## config.mk

```make
export PLATFORM = sky130hd
export DESIGN_NAME = gcd_datapath
export DESIGN_NICKNAME = d
export VERILOG_FILES = /design/src/rtl/gcd_pkg.sv /design/src/rtl/gcd_operand_reg.sv /design/src/rtl/gcd_datapath.sv
export SDC_FILE = /design/constraint.sdc
export NUM_CORES = 1
export LEC_CHECK = 0
export ABC_AREA = 1
export ABC_CLOCK_PERIOD_IN_PS = 5050
export CORE_UTILIZATION = 56
export CTS_BUF_LIST = sky130_fd_sc_hd__clkbuf_2 sky130_fd_sc_hd__clkbuf_4 sky130_fd_sc_hd__clkbuf_8
export DETAILED_ROUTE_END_ITERATION = 10
export PLACE_DENSITY = 0.88
export SLEW_MARGIN = 20
export SYNTH_ARGS = -nofsm -noshare
export SYNTH_HDL_FRONTEND = slang
export SYNTH_HIERARCHICAL = 1
export SYNTH_SLANG_ARGS = --single-unit
```

## constraint.sdc

```tcl
create_clock -name CLK -period 5.05 [get_ports CLK]
set_clock_uncertainty 0.15 [all_clocks]
set_input_delay 1.515 -clock CLK [delete_from_list [all_inputs] [get_ports CLK]]
set_output_delay 1.515 -clock CLK [all_outputs]
set_load 0.02 [all_outputs]
```

## src/rtl/gcd_pkg.sv

```systemverilog
// gcd_pkg: shared constants for the subtractive GCD engine.
// Holds widths, mux select codes and controller state encodings.
package gcd_pkg;

    localparam int GCD_WIDTH = 4;
    localparam int GCD_CNT_W = 8;

    // Operand register source select
    localparam logic SEL_INPUT = 1'b0;
    localparam logic SEL_SUB   = 1'b1;

    // Controller states, shared so controller and bench agree
    typedef enum logic [2:0] {
        ST_IDLE  = 3'd0,
        ST_LOAD  = 3'd1,
        ST_CHECK = 3'd2,
        ST_SUB_X = 3'd3,
        ST_SUB_Y = 3'd4,
        ST_DONE  = 3'd5,
        ST_ABORT = 3'd6
    } gcd_state_e;

endpackage

```

## src/rtl/gcd_operand_reg.sv

```systemverilog
// gcd_operand_reg: WIDTH-bit operand register, 2:1 input/difference mux.
// Ports: CLK, RST_N (sync, active-low), ld, sel, din, other, q (q <= q - other).
module gcd_operand_reg
    import gcd_pkg::*;
#(
    parameter int WIDTH = GCD_WIDTH
) (
    input  logic             CLK,
    input  logic             RST_N,
    input  logic             ld,
    input  logic             sel,
    input  logic [WIDTH-1:0] din,
    input  logic [WIDTH-1:0] other,
    output logic [WIDTH-1:0] q
);

    logic [WIDTH-1:0] diff;
    logic [WIDTH-1:0] q_nxt;

    // Modulo 2^WIDTH; underflow wraps silently
    assign diff  = q - other;
    assign q_nxt = (sel == SEL_SUB) ? diff : din;

    always_ff @(posedge CLK) begin
        if (!RST_N) begin
            q <= '0;
        end else if (ld) begin
            q <= q_nxt;
        end
    end

endmodule

```

## src/rtl/gcd_datapath.sv

```systemverilog
// gcd_datapath: X/Y operand registers, comparators, result reg, iter counter.
// In: CLK, RST_N, x_i, y_i, x_ld/x_sel, y_ld/y_sel, d_ld.
// Out: x_neq_y, x_lt_y, op_zero, d_o, d_valid, iter_cnt.
module gcd_datapath
    import gcd_pkg::*;
#(
    parameter int WIDTH = GCD_WIDTH,
    parameter int CNT_W = GCD_CNT_W
) (
    input  logic             CLK,
    input  logic             RST_N,
    input  logic [WIDTH-1:0] x_i,
    input  logic [WIDTH-1:0] y_i,
    input  logic             x_ld,
    input  logic             x_sel,
    input  logic             y_ld,
    input  logic             y_sel,
    input  logic             d_ld,
    output logic             x_neq_y,
    output logic             x_lt_y,
    output logic             op_zero,
    output logic [WIDTH-1:0] d_o,
    output logic             d_valid,
    output logic [CNT_W-1:0] iter_cnt
);

    logic [WIDTH-1:0] x_q;
    logic [WIDTH-1:0] y_q;
    logic             ld_ev;
    logic             sub_ev;

    // Both instances see pre-edge X/Y, so simultaneous loads are well defined
    gcd_operand_reg #(.WIDTH(WIDTH)) u_x (
        .CLK   (CLK),
        .RST_N (RST_N),
        .ld    (x_ld),
        .sel   (x_sel),
        .din   (x_i),
        .other (y_q),
        .q     (x_q)
    );

    gcd_operand_reg #(.WIDTH(WIDTH)) u_y (
        .CLK   (CLK),
        .RST_N (RST_N),
        .ld    (y_ld),
        .sel   (y_sel),
        .din   (y_i),
        .other (x_q),
        .q     (y_q)
    );

    assign x_neq_y = (x_q != y_q);
    assign x_lt_y  = (x_q < y_q);
    assign op_zero = (x_q == '0) || (y_q == '0);

    assign ld_ev  = (x_ld && (x_sel == SEL_INPUT))
                 || (y_ld && (y_sel == SEL_INPUT));
    assign sub_ev = (x_ld && (x_sel == SEL_SUB))
                 || (y_ld && (y_sel == SEL_SUB));

    // Operand load restarts the count; subtracts saturate at all-ones
    always_ff @(posedge CLK) begin
        if (!RST_N) begin
            iter_cnt <= '0;
        end else if (ld_ev) begin
            iter_cnt <= '0;
        end else if (sub_ev && (iter_cnt != '1)) begin
            iter_cnt <= iter_cnt + 1'b1;
        end
    end

    // New operands invalidate the result even if d_ld fires together
    always_ff @(posedge CLK) begin
        if (!RST_N) begin
            d_o     <= '0;
            d_valid <= 1'b0;
        end else begin
            if (d_ld) begin
                d_o <= x_q;
            end
            if (ld_ev) begin
                d_valid <= 1'b0;
            end else if (d_ld) begin
                d_valid <= 1'b1;
            end
        end
    end

endmodule

```

After elaboration in Yosys (flattened, before gate mapping). Cells that the tools add are included.

Bitwise operators: 3. $lt $le $gt $ge: 1. Add/sub/neg operators: 3. Equality and inequality tests: 2. Multiplexer cells: 2. Reductions and logical operators: 11.

Operators with widths (number): $add 8x1->8 const B (1); $logic_not 4->1 (2); $mux 4 (2); $ne 8x8->1 const B (1); $sub 4x4->4 (2); $logic_and 1x1->1 (5); $lt 4x4->1 (1); $ne 4x4->1 (1); $logic_or 1x1->1 (3); $not 1->1 (3); $reduce_or 2->1 (1).

Word-level logic and storage cells: 27. Register bits: 21.

Longest topological paths before layout.
Depth in word-level cells: 4. Gate-level depth with buffers: 9. Depth with buffers taken out: 9.

Cells and area by module. Netlist, hierarchy kept.

By module, submodules not included: gcd_datapath (seq. area each 260.2 um^2, instances 1, cells an instance 113, area an instance 735.7 um^2); gcd_operand_reg (seq. area each 80.1 um^2, instances 2, cells an instance 46, area an instance 317.8 um^2).

Least setup slack after synthesis. OpenSTA, ideal clock, no wires.

Kind: reg2out. Start point: reg u_y.q[1]. End point: out x_lt_y. Data required time: 3385 ps. Path buffers: 0. Data arrival time: 1439 ps. Stages on the path, launching flop included: 6. Path slack: 1946 ps. Cell sequence: dfxtp_1 -> inv_1 -> ha_1 -> a21oi_1 -> nor2_1 -> a211oi_1.

Longest elaborated chain between the ends: 1.

Ends and longest elaborated chain: from (decl) (RTL line gcd_operand_reg.sv:14) `output logic [WIDTH-1:0] q`; from (signal assigned) (RTL line gcd_operand_reg.sv:28) `q <= q_nxt;`; $lt 4x4->1 (RTL line gcd_datapath.sv:54) `assign x_lt_y = (x_q < y_q);`; to (decl) (RTL line gcd_datapath.sv:20) `output logic x_lt_y,`.

Every way passes these cells.

Worst setup path in the final report. Ends and elaborated chain as after synthesis.

==> metrics.cfg <==
[outcome]
outcome=finished, final reports clean

[setup_path]
r2r-start=u_x/q[0]
worst_ep_required_time_ns=3.39
slowest_delay_ns=0.64
r2r_cells=8
critPathLaunchType=register
reg2reg_to=u_x/q[1]
path_cells=inv_1 > ha_1 > a21oi_1 > nor2_1 > a211oi_1 > clkdlybuf4s50_1
crit_path_end_kind=output pin
path_class=register to output pin
crit_fanout=6
arrival_ns=2.21
slowest_stage=clkdlybuf4s50_1
reg2reg_slack_ns=3.28

[clock_network]
cts_tree=yes
holdBufCountCts=0
cts_max_path_buffers=2
cts_made_buffers=3
htreeDepth=1
clk_latency_ns=0.31
cts.sinks=21
root_buffer=clkbuf_4
clk_pin_slew_worst_paths_ns=0.12
cts_setup_buffers=0
ctsResizeCount=0

[global_route]
grt_util_all_layers=0.2920
use_met2=0.4762
grt_pass1_vias=1399
antenna_found_initial=0
met1_usage=0.3866
grt_pass1_wl_um=5858
overflow=0
grt-busiest-layer=met2
grt_max_degree=14
use_met3=0.04167

[finish]
design_area_sq_um=1737
antenna_cells=0
nets=268
synthToLayoutAreaGrowth_pct=26.64
layoutNonFillerInstCount=267
drive_gt1_frac=0.07113

[timing]
fin_crit_ns=3.875
rsz0062_at_grt=no
slew_violations=0
worst_slew_pin_slew_ns=0.4573
maxSlewHeadroom=0.6942
fmax_mhz=258.0
finalHoldViolCount=0
setup_viol_count_final=0
period_share=0.7674
tns_ns=0
whs_ns=0.3644

[logic_synthesis]
synthDistinctLibCells=21
ys_seq_elements=21
syn_inst=205
ys_warn_count=6
syn_area_sq_um=1371
yosys.area.top_type=dfxtp_1
syn_avg_cell_area_sq_um=6.689
synthesis.nets=233
post_synth_main_area_contributors=dfxtp_1 (31%), inv_1 (11%), nand2_1 (10%)
ys_seq_area_frac=0.3066
synth_top_area_frac=0.3066

[floorplan]
die_h_um=51.49
die_area_sq_um=2651
num_rows=17
ios=31
core_sq_um=2255
die_x_um=51.49
start_util=0.6082

[worst_hold_path]
holdPathEnd=d_valid
worstHoldPathType=register to register
hold_depth=2
hp-start=d_valid

[power]
net-switching-power_w=0.0001365
power_density_nw_per_um2=234.5
power.share.clock=0.219
power_w=0.0004072
power.internal_w=0.0002707
power_frac_comb=0.322
irDropWorstVdd_mv=0.2428
leakagePower_nw=0.7910
p_sw_frac=0.3353
p_seq_frac=0.459

[route]
num_vias=1407
avgViaCountPerCell=5.270
ant_nets=0
wl_um=3338
drt_iter0_drc=45
drt_pre_antenna_iters=4
wl_per_cell_um=12.50
drc=0

[place]
dpl.hpwl_um=2596
dpl_cell_area_sq_um=1707
finalWeightedCongestion=0.9149
portBuffers=30
dp_cells=263

[flow_run]
maxCapViolations=0

==> critical path, delay by kind of cell (launching register included) <==
kind | cells | cell delay, ns
buffers and inverters | 2 | 0.72
adder cells (fa/ha/maj) | 1 | 0.31
AND/OR/NAND/NOR | 1 | 0.06
flip-flops | 1 | 0.47
AO/OA/AOI/OAI | 2 | 0.34
==> synth_stat cells, drive strengths merged <==
cell / number
fa: 2
nand3: 15
nor2: 32
a21oi: 17
or2: 1
nor3: 1
inv: 41
nor4: 2
nand4: 1
o211ai: 6
dfxtp: 21
ha: 11
a211oi: 1
nand2: 41
o21ai: 13
==> how the worst max path moves through the flow <==
stage	start	end	slack, ns
floorplan	u_y/q[1]	x_lt_y	1.95
global placement	u_y/q[1]	x_lt_y	1.61
detailed placement	u_y/q[1]	x_lt_y	1.53
CTS	u_y/q[1]	x_lt_y	1.16
global route	u_y/q[1]	x_lt_y	1.03
finish	u_y/q[1]	x_lt_y	1.17
==> layer usage <==
| metal | vias to the layer above | share of wire |
|---|---|---|
| met5 | - | 0 |
| met4 | 0 | 0.017 |
| met1 | 631 | 0.47 |
| li1 | 726 | - |
| met2 | 43 | 0.46 |
| met3 | 7 | 0.046 |
==> cell type report <==
class	instances	area, sq um
multi-input cells	143	797.0
fillers	186	518.0
flip-flops and latches	21	420.4
repair buffers	30	300.3
inverters	41	153.9
well taps	28	35.03
clock buffers	4	30.03
==> sequential cells by signal, summed over array words and instances (netlist names) <==
name      count
d_o           4
d_valid       1
iter_cnt      8
u_x/q         4
u_y/q         4
==> kinds of logic (layout without fill, tap and decap cells) <==
family | after synthesis | count (layout) | share of synthesized area
AOI/OAI and AO/OA | 37 | 37 | 0.1588
and+or+nand+nor | 93 | 93 | 0.2929
adders and majority gates | 13 | 13 | 0.1296
buffers and inverters | 41 | 75 | 0.1122
DFF | 21 | 21 | 0.3066
==> cells in the final DEF, fill, tap and decap left out <==
cell / synthesis / routed
ha_1: 11 / 11
inv_2: 1 / 1
nand4_1: 1 / 1
fa_1: 2 / 2
o211ai_1: 6 / 6
clkbuf_4: 0 / 4
nand2_1: 37 / 37
a21oi_1: 13 / 13
nand3_1: 13 / 13
or2_2: 1 / 1
nor2_1: 31 / 31
inv_1: 40 / 40
clkdlybuf4s50_1: 0 / 30
a21oi_2: 4 / 4
nand2_2: 4 / 4
o21ai_1: 1 / 1
a211oi_1: 1 / 1
dfxtp_1: 21 / 21
nor2_2: 1 / 1
nand3_2: 2 / 2
nor4_1: 2 / 2
nor3_1: 1 / 1
o21ai_0: 12 / 12
==> through the flow <==
| step | setup slack, ns | util |
|---|---|---|
| after floorplan | 1.946 | - |
| final | 1.175 | 0.7703 |
| after detailed placement | 1.530 | 0.7569 |
| after global placement | 1.610 | 0.7569 |
| after CTS | 1.163 | 0.7703 |
| after global routing | 1.026 | 0.7703 |
==> power by group through the flow <==
stage | combinational, W | sequential [W] | clock, W
3_3_place_gp | 0.000124 | 0.000189 | 0
6_report | 0.000131 | 0.000187 | 0.0000892
3_5_place_dp | 0.000129 | 0.000191 | 0
5_1_grt | 0.000146 | 0.000188 | 0.0000973
4_1_cts | 0.000131 | 0.000187 | 0.0000907
2_1_floorplan | 0.0000762 | 0.000192 | 0
Power figures use the tool's default switching activity.
